## src/rtl/gamepad_pkg.sv

```systemverilog
// Shared constants for the gamepad event unit: button map, register map, event width.
package gamepad_pkg;

  localparam int NUM_BUTTONS = 12;
  localparam int EVENT_W     = 2 * NUM_BUTTONS;

  localparam int BTN_UP    = 0;
  localparam int BTN_DOWN  = 1;
  localparam int BTN_LEFT  = 2;
  localparam int BTN_RIGHT = 3;
  localparam int BTN_A     = 4;
  localparam int BTN_B     = 5;
  localparam int BTN_C     = 6;
  localparam int BTN_X     = 7;
  localparam int BTN_Y     = 8;
  localparam int BTN_Z     = 9;
  localparam int BTN_START = 10;
  localparam int BTN_MODE  = 11;

  localparam logic [1:0] REG_STATUS = 2'd0;
  localparam logic [1:0] REG_STATE  = 2'd1;
  localparam logic [1:0] REG_EVENT  = 2'd2;
  localparam logic [1:0] REG_CTRL   = 2'd3;

endpackage

```

## src/rtl/gp_event_fifo.sv

```systemverilog
// Synchronous circular-buffer FIFO; a push while full is accepted only if a pop frees a slot.
module gp_event_fifo #(
  parameter int WIDTH = 24,
  parameter int DEPTH = 16,
  localparam int AW = $clog2(DEPTH),
  localparam int CW = AW + 1
) (
  input  logic             clk,
  input  logic             rst_n,
  input  logic             push,
  input  logic             pop,
  input  logic [WIDTH-1:0] wdata,
  output logic [WIDTH-1:0] rdata,
  output logic             full,
  output logic             empty,
  output logic [CW-1:0]    count
);

  logic [WIDTH-1:0] mem_q [DEPTH];
  logic [AW-1:0]    wr_ptr_q, wr_ptr_d;
  logic [AW-1:0]    rd_ptr_q, rd_ptr_d;
  logic [CW-1:0]    count_q, count_d;
  logic             do_push, do_pop;

  assign full    = (count_q == CW'(DEPTH));
  assign empty   = (count_q == '0);
  assign count   = count_q;
  assign rdata   = mem_q[rd_ptr_q];
  assign do_pop  = pop & ~empty;
  assign do_push = push & (~full | pop);

  // Pointers are exactly AW bits wide, so the increment wraps modulo DEPTH.
  always_comb begin
    wr_ptr_d = wr_ptr_q + AW'(do_push);
    rd_ptr_d = rd_ptr_q + AW'(do_pop);
    count_d  = count_q + CW'(do_push) - CW'(do_pop);
  end

  // NOTE: state flops use non-blocking assignments only; next-state logic lives in always_comb.
  always_ff @(posedge clk or negedge rst_n) begin
    if (!rst_n) begin
      wr_ptr_q <= '0;
      rd_ptr_q <= '0;
      count_q  <= '0;
    end else begin
      wr_ptr_q <= wr_ptr_d;
      rd_ptr_q <= rd_ptr_d;
      count_q  <= count_d;
    end
  end

  // NOTE: storage is not reset; count_q alone defines which entries are valid.
  always_ff @(posedge clk) begin
    if (do_push) mem_q[wr_ptr_q] <= wdata;
  end

endmodule

```

## src/rtl/gamepad_event_unit.sv

```systemverilog
// Debounces the decoded gamepad buttons, logs press/release events in a FIFO,
// and exposes state, status and events on an Avalon-MM slave with a level irq.
module gamepad_event_unit
  import gamepad_pkg::*;
#(
  parameter int FIFO_DEPTH = 16,
  parameter int DEB_CYCLES = 8192
) (
  input  logic                   clk,
  input  logic                   rst_n,
  input  logic [NUM_BUTTONS-1:0] btn_in,
  input  logic [1:0]             address,
  input  logic                   read,
  input  logic                   write,
  input  logic [31:0]            writedata,
  output logic [31:0]            readdata,
  output logic                   irq
);

  localparam int DW = $clog2(DEB_CYCLES) + 1;
  localparam int CW = $clog2(FIFO_DEPTH) + 1;

  logic [NUM_BUTTONS-1:0] raw_q, raw_d, cand_q, cand_d, stable_q, stable_d;
  logic [DW-1:0]          deb_cnt_q, deb_cnt_d;
  logic                   irq_en_q, irq_en_d, overflow_q, overflow_d, irq_q, irq_d;
  logic [31:0]            readdata_q, readdata_d;

  logic                   ev_push, ev_pop, ctrl_wr;
  logic [EVENT_W-1:0]     ev_data, fifo_rdata;
  logic                   fifo_full, fifo_empty;
  logic [CW-1:0]          fifo_count;
  logic                   unused_wdata;

  assign unused_wdata = ^writedata[31:2];

  // Event layout: new button state in the upper half, changed mask in the lower half.
  always_comb begin
    raw_d     = btn_in;
    cand_d    = cand_q;
    deb_cnt_d = deb_cnt_q;
    stable_d  = stable_q;
    ev_push   = 1'b0;
    ev_data   = {cand_q, cand_q ^ stable_q};
    if (raw_q != cand_q) begin
      cand_d    = raw_q;
      deb_cnt_d = '0;
    end else if (deb_cnt_q != DW'(DEB_CYCLES)) begin
      deb_cnt_d = deb_cnt_q + DW'(1);
    end
    if (deb_cnt_q == DW'(DEB_CYCLES - 1) && cand_q != stable_q) begin
      stable_d = cand_q;
      ev_push  = 1'b1;
    end
  end

  assign ev_pop  = read & (address == REG_EVENT) & ~fifo_empty;
  assign ctrl_wr = write & (address == REG_CTRL);

  gp_event_fifo #(
    .WIDTH (EVENT_W),
    .DEPTH (FIFO_DEPTH)
  ) u_fifo (
    .clk   (clk),
    .rst_n (rst_n),
    .push  (ev_push),
    .pop   (ev_pop),
    .wdata (ev_data),
    .rdata (fifo_rdata),
    .full  (fifo_full),
    .empty (fifo_empty),
    .count (fifo_count)
  );

  // The overflow set is evaluated after the clear so that a simultaneous drop wins.
  always_comb begin
    irq_en_d   = ctrl_wr ? writedata[0] : irq_en_q;
    overflow_d = overflow_q;
    if (ctrl_wr && writedata[1]) overflow_d = 1'b0;
    if (ev_push && fifo_full && !ev_pop) overflow_d = 1'b1;
    irq_d      = irq_en_q & ~fifo_empty;
    readdata_d = '0;
    if (read) begin
      case (address)
        REG_STATUS: readdata_d = {21'b0, overflow_q, fifo_full, fifo_empty, 1'b0, 7'(fifo_count)};
        REG_STATE:  readdata_d = {20'b0, stable_q};
        REG_EVENT:  readdata_d = fifo_empty ? 32'b0 : {1'b1, 7'b0, fifo_rdata};
        default:    readdata_d = {31'b0, irq_en_q};
      endcase
    end
  end

  always_ff @(posedge clk or negedge rst_n) begin
    if (!rst_n) begin
      raw_q      <= '0;
      cand_q     <= '0;
      stable_q   <= '0;
      deb_cnt_q  <= '0;
      irq_en_q   <= 1'b0;
      overflow_q <= 1'b0;
      irq_q      <= 1'b0;
      readdata_q <= '0;
    end else begin
      raw_q      <= raw_d;
      cand_q     <= cand_d;
      stable_q   <= stable_d;
      deb_cnt_q  <= deb_cnt_d;
      irq_en_q   <= irq_en_d;
      overflow_q <= overflow_d;
      irq_q      <= irq_d;
      readdata_q <= readdata_d;
    end
  end

  assign readdata = readdata_q;
  assign irq      = irq_q;

endmodule

```

## config.mk

```make
export PLATFORM = sky130hd
export DESIGN_NAME = gamepad_event_unit
export DESIGN_NICKNAME = d
export VERILOG_FILES = /design/src/rtl/gamepad_pkg.sv /design/src/rtl/gp_event_fifo.sv /design/src/rtl/gamepad_event_unit.sv
export SDC_FILE = /design/constraint.sdc
export NUM_CORES = 1
export LEC_CHECK = 0
export ABC_AREA = 0
export CAP_MARGIN = 20
export CORE_ASPECT_RATIO = 0.6
export CORE_MARGIN = 5
export CORE_UTILIZATION = 40
export CTS_CLUSTER_SIZE = 10
export DETAILED_ROUTE_END_ITERATION = 6
export PLACE_DENSITY = 0.58
export REMOVE_ABC_BUFFERS = 1
export SLEW_MARGIN = 25
export SYNTH_ARGS = -nofsm -noshare
export SYNTH_HDL_FRONTEND = slang
export SYNTH_SLANG_ARGS = --single-unit
```

## constraint.sdc

```tcl
create_clock -name clk -period 10.8 [get_ports clk]
set_input_delay 1.62 -clock clk [delete_from_list [all_inputs] [get_ports clk]]
set_output_delay 1.62 -clock clk [all_outputs]
set_load 0.01 [all_outputs]
```

==> run summary, run 1 <==
Area Overhead vs Synth = 16.1%
Pleak = 7.27 nW
Clock share of power = 0.353
Hold Path End = cand_q[6]
Combinational power share = 0.195
Req. time, crit path = 11020 ps
Largest net degree at the start of global routing = 66
Core Area = 45200 um2
Top cells by count, synth = 384 x edfxtp_1, 94 x mux4_2, 91 x dfrtp_1, 44 x mux2i_1, 35 x xor2_1
Tot GR Track Use = 0.169
Clock insertion delay at the later pin of the skew report = 570 ps
Fin nets = 1078
Die width = 287 um
CP max stage delay = 840 ps
Initial antenna violation count = 0
DR iter-0 viols = 717
CP max stage cell = nor3_2
Post-route ant nets = 0
Cells on worst reg2reg path = 6
R2R Path Start = deb_cnt_q[0]
CP delay by family, top = simple AND/OR/NAND/NOR gates
Top cell by count, worst path = buf_4
Vias in the first global route = 9327
Final Cycle Share = 0.404
Clock skew = 20.1 ps
Sink Count = 475
Count of different cell masters after synthesis = 54
Antenna cell count = 0
Drt first pass iters = 5
Clk pin slew, worst setup/hold paths = 50 ps
Critical Path AT = 4580 ps
Crit path time final = 4360 ps
Maximum vdd drop = 0.135 mV
DRC Markers = 0
CTS tree = yes
RR Endpoint = u_fifo.mem_q[10][17]
Sequential-to-total area share from yosys stat = 0.749
Final Slew Violations = 0
Root buf cell = clkbuf_16
Die Height = 176 um
Switch Pwr = 1.21 mW
Most frequent cell after synthesis = edfxtp_1
CP Cell Sequence = clkdlybuf4s50_1 -> nand2_1 -> nor3_1 -> nor2_1 -> buf_4 -> nor3_2 -> buf_4
WP buf/inv = 3
Hold Path Stages = 0
Max cap viols = 0
Switching Share = 0.259
Final Hold Viols = 0
Syn avg cell area = 19.8 um2
Cell count after synthesis = 930
I/O pins = 83
Core Util, Final = 0.474
Worst-path fanout max = 17
Seq pwr share = 0.452
Ys flop type = edfxtp_1
Global placement routability congestion = 0.768
Synth top area share = 0.625
DP HPWL = 23800 um
P_int = 3.46 mW
Vias = 9132
Hold Buf Count CTS = 0
Finish-stage setup viols = 0
Async set-or-reset flop fraction in the synthesized netlist = 0.192
Total grt overflow = 0
PD cells = 218 nW/um2
Vias per inst = 5.44
Clk buf depth = 3
Number of synthesized register bits = 475
# rows = 60
Setup Crit Path Kind = in2reg
Unrepaired setup endpoints after global routing = no
First-pass GRT wire length = 63500 um
Setup Fix Bufs, Post-CTS = 0
Yosys top cell by area = edfxtp_1
Yosys warns = 0
Post-CTS Resized = 0
Setup TNS = 0 ps
Total Routed Length = 42400 um
Worst setup SP type = input pin
Share of cells above drive strength 1 = 0.224
Maximum clock rate = 229 MHz
Post-synth EDFFs = 384
Synth top area cells = edfxtp_1 63%, dfrtp_1 12%, mux4_2 11%, mux2i_1 2.4%, xor2_1 1.7%
Deepest level of the CTS H-tree = 2
Multi-input logic area = 4460 um2
PortBufs = 45
Worst Setup End Kind = flip-flop
Worst hold path class = reg2reg
Avg WL per Cell = 25.3 um
Hold_sp = raw_q[6]
DIE AREA = 50600 um2
Status = finished clean
Rel. slew slack = 0.327
Mapped cell area = 18400 um2
FF+latch area = 13800 um2
Slew @ Worst Pin = 1000 ps
FILL cells = 3783
CTS Buf Count = 53
FF-to-FF setup slack = 6720 ps
Starting Density = 0.408
## how the worst max path moves through the flow
| stage | cells past startpoint | end | from | slack, ps |
|---|---|---|---|---|
| 2_1_floorplan | 4 | readdata[0] | u_fifo.rd_ptr_q[0] | 5840 |
| 3_3_place_gp | 7 | u_fifo.mem_q[14][5] | address[1] | 5710 |
| 3_5_place_dp | 7 | u_fifo.mem_q[10][23] | address[1] | 5820 |
| 4_1_cts | 5 | u_fifo.mem_q[10][3] | cand_q[2] | 6330 |
| 5_1_grt | 7 | u_fifo.mem_q[10][3] | address[1] | 6230 |
| 6_report | 7 | u_fifo.mem_q[10][17] | address[1] | 6440 |
## placed cells by master (no fill, tap or decap), types with 4 or more instances in the layout
| cell | instances |
|---|---|
| clkbuf_16 | 56 |
| dfrtp_1 | 89 |
| a22oi_1 | 4 |
| ha_1 | 12 |
| nand3_1 | 20 |
| nand4_1 | 8 |
| inv_1 | 10 |
| nor2_1 | 24 |
| nand2_1 | 15 |
| xor2_1 | 30 |
| nor2b_1 | 7 |
| buf_4 | 38 |
| clkdlybuf4s50_1 | 44 |
| nor3_1 | 5 |
| clkbuf_1 | 42 |
| nor4_1 | 7 |
| mux2_2 | 16 |
| o21ai_0 | 11 |
| nor3_2 | 14 |
| a21oi_1 | 5 |
| xnor2_1 | 7 |
| xor2_2 | 5 |
| mux4_2 | 94 |
| o211ai_1 | 4 |
| conb_1 | 7 |
| edfxtp_1 | 384 |
| o22ai_1 | 13 |
| a221oi_1 | 5 |
| mux2i_1 | 44 |
## power groups by stage
| stage | logic, mW | registers (mW) | clock network [mW] |
|---|---|---|---|
| after floorplan | 0.618 | 2.23 | 0 |
| after global placement | 0.921 | 2.15 | 0 |
| after detailed placement | 0.925 | 2.15 | 0 |
| after CTS | 0.927 | 2.12 | 1.69 |
| after global routing | 0.994 | 2.12 | 1.77 |
| final | 0.911 | 2.11 | 1.65 |
## logic make-up after synthesis
family,synth area share
AO/OA/AOI/OAI,0.0185
XOR/XNOR,0.0200
adder cells (fa/ha/maj),0.00923
buffers and inverters,0.0176
flip-flops,0.749
multiplexers,0.150
other,0.000203
AND/OR/NAND/NOR,0.0354
## through the flow
| step | instances | hold WS [ps] | instance area (um2) | worst slack, ps | power (mW) |
|---|---|---|---|---|---|
| after floorplan | 877 | 372 | 18200 | 5840 | 2.85 |
| after global placement | 1580 | 381 | 19800 | 5710 | 3.07 |
| after detailed placement | 1580 | 383 | 19800 | 5820 | 3.08 |
| after CTS | 1679 | 396 | 21400 | 6330 | 4.73 |
| after global routing | 1679 | 415 | 21400 | 6230 | 4.89 |
| final | 1679 | 392 | 21400 | 6440 | 4.67 |
## flip-flops by register name, indices dropped and copies added (netlist names), 4 cells and up
register         count
raw_q               12
u_fifo.mem_q       384
u_fifo.rd_ptr_q      4
stable_q            12
cand_q              12
deb_cnt_q           14
u_fifo.wr_ptr_q      4
u_fifo.count         5
readdata            25
## final cells by class
type | count | area share
multi-input cells | 391 | 0.209
well taps | 620 | 0.0362
clock buffers | 98 | 0.0728
inverters | 11 | 0.00193
repair buffers | 83 | 0.0344
flip-flops and latches | 475 | 0.646
clock inverters | 1 | 0.000409
## routing by layer
layer	global-route usage	share of wire	up-vias	wire (um)
met5	0	0	-	0
met4	0.0323	0.013	0	559
met3	0.0370	0.066	53	2800
met2	0.249	0.45	286	18900
met1	0.264	0.48	4907	20200
li1	-	-	3886	-
No activity file was read; power rests on OpenSTA's default activity.
==> run 2: changes to the inputs <==
Settings changed: PLACE_DENSITY 0.58 to 0.6.
Clock period 10.8 ns to 3.7 ns, I/O delays scaled along.
==> run summary, run 2 (synthesis results as in run 1) <==
Clock insertion delay at the later pin of the skew report = 570 ps (about the same)
Drt first pass iters = 5 (unchanged)
Crit path time final = 3070 ps
Max cap viols = 0 (unchanged)
Post-CTS Resized = 0 (unchanged)
FF+latch area = 13800 um2 (unchanged)
Die width = 287 um (unchanged)
Worst-path fanout max = 27 (was 17)
Non-filler cells, final = 1702 (was 1679)
Worst setup SP type = flip-flop (was input pin)
DR iter-0 viols = 849 (was 717)
Top cell by count, worst path = buf_4 (unchanged)
Slew @ Worst Pin = 942 ps (was 1000 ps)
Clock share of power = 0.344 (was 0.353)
First-pass GRT wire length = 63400 um (was 63500 um)
Clk pin slew, worst setup/hold paths = 60 ps (was 50 ps)
DIE AREA = 50600 um2 (unchanged)
Final Cell Area = 21600 um2 (was 21400 um2)
Finish-stage setup viols = 0 (unchanged)
PortBufs = 45 (unchanged)
Fin nets = 1101 (was 1078)
CP max stage delay = 480 ps (was 840 ps)
I/O pins = 83 (unchanged)
Tot GR Track Use = 0.170 (was 0.169)
Biggest register = u_fifo.mem_q (unchanged)
RR Endpoint = u_fifo.mem_q[15][18] (was u_fifo.mem_q[10][17])
Total Routed Length = 43000 um (was 42400 um)
Status = finished clean (unchanged)
Combinational power share = 0.199 (was 0.195)
Vias in the first global route = 9274 (was 9327)
Avg WL per Cell = 25.3 um (about the same)
Area Overhead vs Synth = 17.1% (was 16.1%)
Vias per inst = 5.33 (was 5.44)
Switch Pwr = 3.53 mW (was 1.21 mW)
DP HPWL = 25900 um (was 23800 um)
Largest net degree at the start of global routing = 58 (was 66)
Maximum clock rate = 326 MHz
Critical Path AT = 3290 ps (was 4580 ps)
Final Hold Viols = 0 (unchanged)
Initial antenna violation count = 0 (unchanged)
Leading cell type in the layout, fill and taps excluded = edfxtp_1 (unchanged)
CTS tree = yes (unchanged)
Req. time, crit path = 3920 ps (was 11020 ps)
Seq pwr share = 0.457 (was 0.452)
FF-to-FF setup slack = 630 ps (was 6720 ps)
Setup crit end = u_fifo.mem_q[15][18] (was u_fifo.mem_q[10][17])
FILL cells = 3828 (was 3783)
R2R Path Start = deb_cnt_q[0] (unchanged)
Core Area = 45200 um2 (unchanged)
Setup TNS = 0 ps (unchanged)
CTS Buf Count = 53 (unchanged)
Switching Share = 0.260 (was 0.259)
Placed insts = 1603 (was 1580)
Pleak = 7.38 nW (was 7.27 nW)
Multi-input logic area = 4440 um2 (was 4460 um2)
Die Height = 176 um (unchanged)
Final Slew Violations = 0 (unchanged)
Max reg flops = 384 (unchanged)
CP Launch Point = deb_cnt_q[0] (was address[1])
Clk buf depth = 3 (unchanged)
Starting Density = 0.408 (unchanged)
Placed inst area = 20100 um2 (was 19800 um2)
Setup Fix Bufs, Post-CTS = 0 (unchanged)
Pwr Total = 13.6 mW (was 4.67 mW)
Share of cells above drive strength 1 = 0.238 (was 0.224)
Worst hold path class = in2async (was reg2reg)
CP max stage cell = or4_1 (was nor3_2)
CP Cell Sequence = ha_1 -> nand3_1 -> or4_1 -> a311o_2 -> buf_4 -> nor3_2 -> buf_4 (was clkdlybuf4s50_1 -> nand2_1 -> nor3_1 -> nor2_1 -> buf_4 -> nor3_2 -> buf_4)
PD cells = 629 nW/um2 (was 218 nW/um2)
P_int = 10.0 mW (was 3.46 mW)
Deepest level of the CTS H-tree = 2 (unchanged)
Sink Count = 475 (unchanged)
Worst Setup End Kind = flip-flop (unchanged)
Rel. slew slack = 0.372 (was 0.327)
Clock skew = 23.6 ps (was 20.1 ps)
Maximum vdd drop = 0.463 mV (was 0.135 mV)
Vias = 9072 (was 9132)
Final Cycle Share = 0.829
Post-route ant nets = 0 (unchanged)
DRC Markers = 0 (unchanged)
Hold Buf Count CTS = 0 (unchanged)
Unrepaired setup endpoints after global routing = no (unchanged)
Most frequent cells in the layout = 384 x edfxtp_1, 94 x mux4_2, 89 x dfrtp_1, 54 x buf_4, 53 x clkbuf_16 (was 384 x edfxtp_1, 94 x mux4_2, 89 x dfrtp_1, 56 x clkbuf_16)
Cells on worst reg2reg path = 7 (was 6)
Root buf cell = clkbuf_16 (unchanged)
Total grt overflow = 0 (unchanged)
Global placement routability congestion = 0.801 (was 0.768)
Setup Crit Path Kind = reg2reg (was in2reg)
# rows = 60 (unchanged)
## run 2: changes by cell type in the layout (fill, tap and decap cells not counted)
cell,previous run,this run
clkbuf_16,56,53
diode_2,0,1
buf_6,1,0
nor4_2,1,0
xor2_1,30,31
xor2_2,5,4
inv_6,1,2
nor4_1,7,8
nor3_2,14,16
buf_12,0,8
clkinv_2,0,1
buf_4,38,54
nor3_4,2,0
## run 2: worst max-delay path, delay by kind of cell, from the launching register on
| kind | cells | cell delay (ps) |
|---|---|---|
| buffers and inverters | 2 | 670 |
| and+or+nand+nor | 3 | 860 |
| adders and majority gates | 1 | 330 |
| AOI/OAI and AO/OA | 1 | 390 |
| DFF | 1 | 460 |
## run 2: layout make-up
class	count	area share
Tap cell	620	0.0359
Multi-Input combinational cell	391	0.206
Sequential cell	475	0.640
Clock inverter	3	0.00104
Clock buffer	95	0.0687
Inverter	11	0.00191
Antenna cell	1	0.000116
Timing Repair Buffer	106	0.0466
## run 2: power by group through the flow
| stage | Combinational [mW] | Clock, mW | Sequential (mW) |
|---|---|---|---|
| detailed placement | 2.75 | 0 | 6.31 |
| floorplan | 1.80 | 0 | 6.52 |
| finish | 2.70 | 4.67 | 6.20 |
| global route | 2.92 | 5.03 | 6.24 |
| CTS | 2.76 | 4.78 | 6.21 |
| global placement | 2.72 | 0 | 6.31 |
## run 2: worst min-delay path by stage
stage / startpoint / slack [ps] / end
after floorplan: rst_n / 260 / cand_q[0]
after global routing: rst_n / 170 / raw_q[1]
after CTS: rst_n / 140 / raw_q[1]
after global placement: raw_q[0] / 380 / cand_q[0]
after detailed placement: raw_q[11] / 380 / cand_q[11]
final: rst_n / 110 / readdata[20]
## run 2: per-stage QoR
step	util	worst slack (ps)	hold slack, ps
6_report	0.478	631	114
5_1_grt	0.478	476	170
4_1_cts	0.477	420	136
3_5_place_dp	0.444	417	381
3_3_place_gp	0.444	517	379
2_1_floorplan	-	-1260	259
## run 2: routing by layer
metal,global-route usage,share of wire,vias to the layer above
li1,-,-,3937
met1,0.273,0.48,4788
met2,0.245,0.43,295
met3,0.0351,0.073,52
met4,0.0281,0.013,0
met5,0,0,-
==> run 3: changes to the inputs <==
Settings changed: PLACE_DENSITY 0.6 to 0.58.
Clock period 3.7 ns to 2.85 ns, I/O delays scaled along.
==> run summary, run 3 (synthesis results as in run 1) <==
CP Launch Point = deb_cnt_q[11] (was deb_cnt_q[0])
Final Hold Viols = 0 (unchanged)
Root buf cell = clkbuf_16 (unchanged)
Share of cells above drive strength 1 = 0.272 (was 0.238)
PD cells = 811 nW/um2 (was 629 nW/um2)
Leading cell type in the layout, fill and taps excluded = edfxtp_1 (unchanged)
Initial antenna violation count = 0 (unchanged)
Worst setup SP type = flip-flop (unchanged)
Pwr Total = 18.0 mW (was 13.6 mW)
Worst-path fanout max = 27 (unchanged)
FILL cells = 3728 (was 3828)
Post-route ant nets = 0 (unchanged)
I/O pins = 83 (unchanged)
Clk buf depth = 3 (unchanged)
Total Routed Length = 43700 um (was 43000 um)
Deepest level of the CTS H-tree = 2 (unchanged)
DIE AREA = 50600 um2 (unchanged)
Clk pin slew, worst setup/hold paths = 60 ps (about the same)
Clock skew = 18.8 ps (was 23.6 ps)
Die Height = 176 um (unchanged)
Max cap viols = 0 (unchanged)
Setup Crit Path Kind = reg2reg (unchanged)
Req. time, crit path = 3100 ps (was 3920 ps)
Antenna cell count = 0 (was 1)
Setup TNS = 0 ps (unchanged)
Vias per inst = 5.41 (was 5.33)
Rel. slew slack = 0.425 (was 0.372)
Worst hold path class = in2async (unchanged)
Fin nets = 1146 (was 1101)
Core Area = 45200 um2 (unchanged)
Multi-input logic area = 4510 um2 (was 4440 um2)
Setup Fix Bufs, Post-CTS = 0 (unchanged)
Final hold slack = 292 ps (was 114 ps)
Non-filler cells, final = 1747 (was 1702)
Biggest register = u_fifo.mem_q (unchanged)
Vias in the first global route = 9389 (was 9274)
Sink Count = 475 (unchanged)
Maximum vdd drop = 0.413 mV (was 0.463 mV)
Worst Setup End Kind = flip-flop (unchanged)
Die width = 287 um (unchanged)
Avg WL per Cell = 25.0 um (was 25.3 um)
Total grt overflow = 0 (unchanged)
Unrepaired setup endpoints after global routing = no (unchanged)
Finish-stage setup viols = 0 (unchanged)
FF+latch area = 13800 um2 (about the same)
Critical Path AT = 2930 ps (was 3290 ps)
DR iter-0 viols = 955 (was 849)
Clock insertion delay at the later pin of the skew report = 570 ps (about the same)
Global placement routability congestion = 0.799 (was 0.801)
Drt first pass iters = 5 (unchanged)
CTS tree = yes (unchanged)
Max reg flops = 384 (unchanged)
CTS Buf Count = 53 (unchanged)
First-pass GRT wire length = 64200 um (was 63400 um)
DRC Markers = 0 (unchanged)
# rows = 60 (unchanged)
Vias = 9445 (was 9072)
R2R Path Start = deb_cnt_q[11] (was deb_cnt_q[0])
Area Overhead vs Synth = 20.4% (was 17.1%)
Status = finished clean (unchanged)
Tot GR Track Use = 0.172 (was 0.170)
Slew @ Worst Pin = 857 ps (was 942 ps)
Most frequent cells in the layout = 384 x edfxtp_1, 94 x mux4_2, 86 x dfrtp_1, 81 x buf_4, 55 x clkbuf_16 (was 384 x edfxtp_1, 94 x mux4_2, 89 x dfrtp_1, 54 x buf_4, 53 x clkbuf_16)
Placed insts = 1647 (was 1603)
Final Cycle Share = 0.942 (was 0.829)
Crit path time final = 2680 ps (was 3070 ps)
Starting Density = 0.408 (unchanged)
Final Slew Violations = 0 (unchanged)
Largest net degree at the start of global routing = 42 (was 58)
Pleak = 7.68 nW (was 7.38 nW)
Maximum clock rate = 373 MHz (was 326 MHz)
PortBufs = 45 (unchanged)
DP HPWL = 26700 um (was 25900 um)
==> run 3: worst paths after layout <==
path / endpoint / slack [ps] / depth (start not counted)
worst max-delay path: u_fifo.mem_q[14][5] / 170 / 6
worst min-delay path: deb_cnt_q[0] / 290 / 2
worst max register to register: u_fifo.mem_q[14][5] / 170 / 6
worst min register to register: cand_q[11] / 390 / 0
max in group asynchronous: u_fifo.rd_ptr_q[2] / 1750 / 3
min in group clk: raw_q[9] / 300 / 1
==> run 3: repair_timing <==
item                                    in CTS  in global routing
hold endpoints to repair                    18                  0
gates resized for setup                      1                 27
pin swaps                                    0                  1
hold buffers                                 1                  0
endpoints found under the setup margin      14                343
cloned                                       0                  0
==> run 3: power breakdown <==
group | total, mW | internal (mW) | switching (mW)
registers | 7.94 | 7.68 | 0.266
logic | 3.83 | 2.00 | 1.83
clock network | 6.24 | 3.64 | 2.60
total | 18.0 | 13.3 | 4.69
==> run 3: stage by stage <==
| stage | setup slack (ps) | area (um2) | util |
|---|---|---|---|
| after global routing | 12.3 | 22200 | 0.491 |
| after CTS | 25.7 | 22100 | 0.488 |
| after detailed placement | 8.82 | 20500 | 0.453 |
| after global placement | -165 | 20500 | 0.453 |
| after floorplan | -2110 | 18200 | - |
| final | 166 | 22200 | 0.491 |
==> run 3: final cells by class <==
| cell class | count | share of cell area |
|---|---|---|
| Sequential cell | 475 | 0.623 |
| Multi-Input combinational cell | 391 | 0.203 |
| Clock buffer | 98 | 0.0702 |
| Timing Repair Buffer | 151 | 0.0667 |
| Tap cell | 620 | 0.0349 |
| Inverter | 11 | 0.00186 |
| Clock inverter | 1 | 0.000395 |
==> run 3: per-layer routing <==
layer	GRT usage	part of all wire	vias up
li1	-	-	4043
met4	0.0313	0.014	0
met1	0.275	0.49	5046
met5	0	0	-
met2	0.247	0.44	301
met3	0.0317	0.061	55
==> run 3: critical path: stages, from the launching register on <==
cell and delay, ps:
dfrtp_1 420, nand4_2 160, or4_4 560, a311o_2 390, buf_6 230, nor3_4 300, buf_4 280
